### src/rtl/pc_fetch_unit.sv
// pc_fetch_unit: program counter owner and instruction-fetch sequencer.
// Applies PC function codes while idle, runs a request/ack handshake with
// instruction memory, and latches fetched words into IR with a one-cycle
// valid strobe. Misaligned fetches and unanswered requests park the unit in
// a sticky FAULT state that only reset clears.
module pc_fetch_unit #(
  parameter int                 WIDTH         = 64,
  parameter logic [WIDTH-1:0]   RESET_PC      = {WIDTH{1'b0}},
  parameter int                 FETCH_TIMEOUT = 15
) (
  input  logic             clock,
  input  logic             reset,
  input  logic             pc_update,
  input  logic [1:0]       PC_FS,
  input  logic [WIDTH-1:0] k,
  input  logic [WIDTH-1:0] pc_in,
  input  logic             fetch_start,
  input  logic             mem_ack,
  input  logic [31:0]      mem_rdata,
  output logic [WIDTH-1:0] PC,
  output logic [WIDTH-1:0] PC4,
  output logic             mem_req,
  output logic [WIDTH-1:0] mem_addr,
  output logic [31:0]      IR,
  output logic             IR_valid,
  output logic             fetch_busy,
  output logic             fault
);

  typedef enum logic [1:0] {
    ST_IDLE  = 2'b00,
    ST_REQ   = 2'b01,
    ST_FAULT = 2'b10
  } state_t;

  // Constant +4 step at full PC width; arithmetic wraps modulo 2^WIDTH.
  localparam logic [WIDTH-1:0] PC_STEP_C  = {{(WIDTH-3){1'b0}}, 3'b100};
  localparam logic [3:0]       TIMEOUT_C  = 4'(FETCH_TIMEOUT);

  state_t           state_r;
  logic [WIDTH-1:0] pc_r;
  logic [31:0]      ir_r;
  logic             ir_valid_r;
  logic             mem_req_r;
  logic             busy_r;
  logic             fault_r;
  logic [3:0]       cnt_r;

  logic [WIDTH-1:0] pc_next_s;
  logic [3:0]       cnt_inc_s;

  // Next PC for a given function code; k is a signed word offset.
  function automatic logic [WIDTH-1:0] pc_function(
    input logic [WIDTH-1:0] pc,
    input logic [1:0]       fs,
    input logic [WIDTH-1:0] offset,
    input logic [WIDTH-1:0] target
  );
    logic [WIDTH-1:0] res;
    case (fs)
      2'b00:   res = pc;
      2'b01:   res = pc + PC_STEP_C;
      2'b10:   res = target;
      2'b11:   res = pc + (offset << 2);
      default: res = pc;
    endcase
    return res;
  endfunction

  // Candidate PC for this cycle; only committed while idle.
  always_comb begin
    pc_next_s = pc_r;
    if (pc_update) begin
      pc_next_s = pc_function(pc_r, PC_FS, k, pc_in);
    end else begin
      pc_next_s = pc_r;
    end
  end

  // Timeout counter increment; counter never exceeds the 4-bit limit.
  always_comb begin
    cnt_inc_s = cnt_r + 4'd1;
  end

  // Fetch FSM with registered PC, IR, handshake and status outputs.
  always_ff @(posedge clock or posedge reset) begin
    if (reset) begin
      state_r    <= ST_IDLE;
      pc_r       <= RESET_PC;
      ir_r       <= 32'h0000_0000;
      ir_valid_r <= 1'b0;
      mem_req_r  <= 1'b0;
      busy_r     <= 1'b0;
      fault_r    <= 1'b0;
      cnt_r      <= 4'd0;
    end else begin
      ir_valid_r <= 1'b0;
      case (state_r)
        ST_IDLE: begin
          // Update wins over a simultaneous fetch; the fetch uses the new PC.
          pc_r <= pc_next_s;
          if (fetch_start) begin
            if (pc_next_s[1:0] != 2'b00) begin
              state_r <= ST_FAULT;
              fault_r <= 1'b1;
            end else begin
              state_r   <= ST_REQ;
              mem_req_r <= 1'b1;
              busy_r    <= 1'b1;
              cnt_r     <= 4'd0;
            end
          end
        end
        ST_REQ: begin
          if (mem_ack) begin
            // An ack on the limit cycle still counts as success.
            ir_r       <= mem_rdata;
            ir_valid_r <= 1'b1;
            state_r    <= ST_IDLE;
            mem_req_r  <= 1'b0;
            busy_r     <= 1'b0;
          end else if (cnt_inc_s == TIMEOUT_C) begin
            cnt_r     <= cnt_inc_s;
            state_r   <= ST_FAULT;
            fault_r   <= 1'b1;
            mem_req_r <= 1'b0;
            busy_r    <= 1'b0;
          end else begin
            cnt_r <= cnt_inc_s;
          end
        end
        ST_FAULT: begin
          // Sticky until reset; all requests ignored.
          mem_req_r <= 1'b0;
          busy_r    <= 1'b0;
          fault_r   <= 1'b1;
        end
        default: begin
          // Unreachable encoding: fail safe into FAULT.
          state_r   <= ST_FAULT;
          mem_req_r <= 1'b0;
          busy_r    <= 1'b0;
          fault_r   <= 1'b1;
        end
      endcase
    end
  end

  assign PC         = pc_r;
  assign PC4        = pc_r + PC_STEP_C;
  assign mem_req    = mem_req_r;
  assign mem_addr   = pc_r;
  assign IR         = ir_r;
  assign IR_valid   = ir_valid_r;
  assign fetch_busy = busy_r;
  assign fault      = fault_r;

endmodule

### config.mk
export PLATFORM = sky130hd
export DESIGN_NAME = pc_fetch_unit
export DESIGN_NICKNAME = d
export VERILOG_FILES = /design/src/rtl/pc_fetch_unit.sv
export SDC_FILE = /design/constraint.sdc
export NUM_CORES = 1
export LEC_CHECK = 0
export CAP_MARGIN = 20
export CELL_PAD_IN_SITES_DETAIL_PLACEMENT = 1
export CELL_PAD_IN_SITES_GLOBAL_PLACEMENT = 1
export CORE_ASPECT_RATIO = 0.8
export CORE_MARGIN = 2
export CORE_UTILIZATION = 29
export CTS_CLUSTER_DIAMETER = 100
export CTS_CLUSTER_SIZE = 25
export DETAILED_ROUTE_END_ITERATION = 8
export PLACE_DENSITY_LB_ADDON = 0.1
export SKIP_CTS_REPAIR_TIMING = 1
export SLEW_MARGIN = 25
export SYNTH_ARGS = -nofsm -noshare
export SYNTH_HDL_FRONTEND = slang
export SYNTH_SLANG_ARGS = --single-unit
### constraint.sdc
create_clock -name clock -period 4.2 [get_ports clock]
set_input_delay 1.26 -clock clock [delete_from_list [all_inputs] [get_ports clock]]
set_output_delay 1.26 -clock clock [all_outputs]
set_load 0.02 [all_outputs]
==> metrics.txt <==
status complete, no violations; CP most frequent cell buf_4; WP data required 2.94 ns; Final #Nets 2213; Seq/Total Area, Yosys 0.242; slew margin rel. 0.386; vias in the first global route 13700; Post-synth EDFFs 0; PwrDens 509 nW/um^2; area post-placement 16500 um^2; VDD IR max 0.353 mV; flops & latches, synth 105; CTS Sinks 105; effective utilization at floorplan 0.293; Buf/Inv on CP 3; vias 13300; share of layout cells above drive strength 1 0.193; final setup fails 0; max cap viols 0; Final Non-Filler Cells 2478; Min Clock Period, post-route 4.13 ns; post-place setup slack -0.666 ns; Area Growth Syn to Fin 59.4%; Slew @ Worst Pin 0.918 ns; Post-DRT Antenna Nets 0; largest net degree at the start of global routing 96; GRT Residual Overflow 0; I/O pin count 395; Leak Pwr 7.65 nW; final instance area 17300 um^2; Via-to-Cell Ratio 5.37; Syn Inst Count 1466; Layout fillers 4512; WS Path Type flop to output pin; first-pass GRT wire length 83.2 mm; drt pass-1 iters 5; Clk Latency, worst-skew pair 0.39 ns; DRT Wirelength 56.2 mm; metal1 wirelength 25.3 mm; Final Hold Viols 0; Yosys warnings 0; DRC errors left 0; Critical Path Sink Type output pin; slowest stage delay, CP 0.42 ns; Max Fclk 242 MHz; Reg clk slew, reported paths 0.09 ns; crit path max fanout 4; DR WL/cell 22.7 um; final hold slack 0.477 ns; post-synth net total 1698; die area 38900 um^2; Synth Flop Type dfrtp_1; Hold WC Path Type flop to flop; Clock Skews 0.0117 ns; unrepaired setup endpoints after global routing yes; TritonCTS clock tree done; slowest stage cell, crit path dfrtp_1; multi-input logic area 7650 um^2; period utilization 0.983; clk buf depth 2; crit path launch type flop; critical-path cell list and4_4, nand4_4, nor4b_4, buf_4, and3_2, buf_4, nand4_1, xnor2_1, buf_4; Unique masters post-synth 76; DP Wirelength 43.8 mm; dpl cells 2451; Root Buffer clkbuf_16; number of H-tree levels 3; Pwr Total 0.00878 W; Met3 Wirelength 2.93 mm; final setup margin 0.0733 ns; initial antenna violation count 4; TritonCTS Buffers 9; CORE AREA 37000 um^2; GPL Wtd Cong 0.910; Slew Viols, Final 0; chip width 220 um; synthesized area per cell 7.39 um^2; Site Rows 63; Synth async-reset ratio 1.00; crit path DAT 2.87 ns; met2 wire len 26.8 mm; IO buf count 392; Mapped Area 10800 um^2; GRT Util Overall 0.282; top layer in use met4; Die Y 177 um; cell family with most CP delay simple AND/OR/NAND/NOR gates; register area 2630 um^2; Starting DRT DRC Count 800
[report_power, final]
group	total, W	leakage [nW]	internal, W	switching, W
Combinational	0.00638	6.20	0.00296	0.00342
Sequential	0.00144	1.30	0.00123	0.000209
Clock	0.000964	0.153	0.000436	0.000528
[cells by family after synthesis]
| logic type | after synthesis | share of synthesized area |
|---|---|---|
| AND/OR/NAND/NOR | 552 | 0.233 |
| AO/OA/AOI/OAI | 441 | 0.264 |
| buffers and inverters | 185 | 0.0888 |
| XOR/XNOR | 109 | 0.0881 |
| flip-flops | 105 | 0.242 |
| adder cells (fa/ha/maj) | 65 | 0.0758 |
| multiplexers | 9 | 0.00855 |
[path summary, 6_finish.rpt]
check	start	end	slack (ns)	cells after the start
worst max register to register	PC[26]	PC[55]	0.74	13
min in group asynchronous	reset	IR[24]	1.32	2
worst max-delay path	PC[18]	PC4[55]	0.07	9
max in group asynchronous	reset	PC[3]	2.11	3
worst min-delay path	IR[1]	IR[1]	0.48	2
worst min register to register	IR[1]	IR[1]	0.48	2
[sequential cells by signal, summed over array words and instances, names as in the netlist]
| signal | count |
|---|---|
| PC | 64 |
| IR_valid | 1 |
| fault | 1 |
| state_r | 2 |
| cnt_r | 4 |
| fetch_busy | 1 |
| IR | 32 |
[cell usage after synthesis (12+ instances only)]
master / count / area [um^2]
nor2_1: 143 / 537
nor3_1: 20 / 100
ha_1: 64 / 801
o21bai_1: 16 / 120
a21oi_1: 150 / 751
nand2_1: 222 / 833
xnor2_1: 68 / 596
nand3_1: 49 / 245
dfrtp_1: 105 / 2630
clkbuf_1: 60 / 225
a221oi_1: 19 / 166
inv_1: 34 / 128
o22ai_1: 25 / 156
xor2_1: 41 / 359
a31oi_1: 12 / 75.1
o211ai_1: 12 / 90.1
and3_1: 27 / 169
nand4_1: 27 / 169
a21o_1: 31 / 233
o21ai_1: 25 / 125
o21a_1: 12 / 90.1
o21ai_0: 63 / 315
buf_4: 68 / 510
[area by class of cell]
class | count | area share
multi-input combinational | 1176 | 0.443
timing repair buffer | 651 | 0.342
sequential | 105 | 0.152
tap | 487 | 0.0353
clock buffer | 9 | 0.0130
inverter | 38 | 0.00840
clock inverter | 7 | 0.00514
antenna | 5 | 0.000724
[per-layer routing]
metal,global-route usage,vias to the layer above
met5,0,-
met1,0.381,6633
met2,0.465,395
met4,0.0791,0
met3,0.0445,59
li1,-,6212
[worst register-to-register path, cell delays in order, from the launching register on]
cell and delay (ns):
dfrtp_1 0.66, ha_1 0.35, nand4_1 0.14, or3_4 0.19, o22ai_1 0.09, or4_4 0.58, buf_6 0.15, o2111ai_4 0.24
a21oi_4 0.12, buf_6 0.14, nor2_4 0.12, nor3_1 0.06, a31o_1 0.20, a221o_1 0.32
[placed cells by master (no fill, tap or decap), types with 24 or more instances in the layout]
master / n
nand3_1: 46
nand2_1: 220
and3_1: 24
xor2_1: 39
xnor2_1: 62
dfrtp_1: 104
inv_1: 32
o21ai_0: 61
a21oi_1: 139
nor2_1: 137
o21ai_1: 24
ha_1: 58
buf_4: 261
clkdlybuf4s50_1: 346
a21o_1: 31
dlymetal6s2s_1: 27
nand4_1: 27
o22ai_1: 25
[stage by stage]
step | util | TNS [ns]
6_report | 0.467 | 0
5_1_grt | 0.467 | -0.0820
4_1_cts | 0.454 | -13.37
3_5_place_dp | 0.445 | -13.28
3_3_place_gp | 0.445 | -11.48
2_1_floorplan | - | 0
No activity file was read; power rests on OpenSTA's default activity.
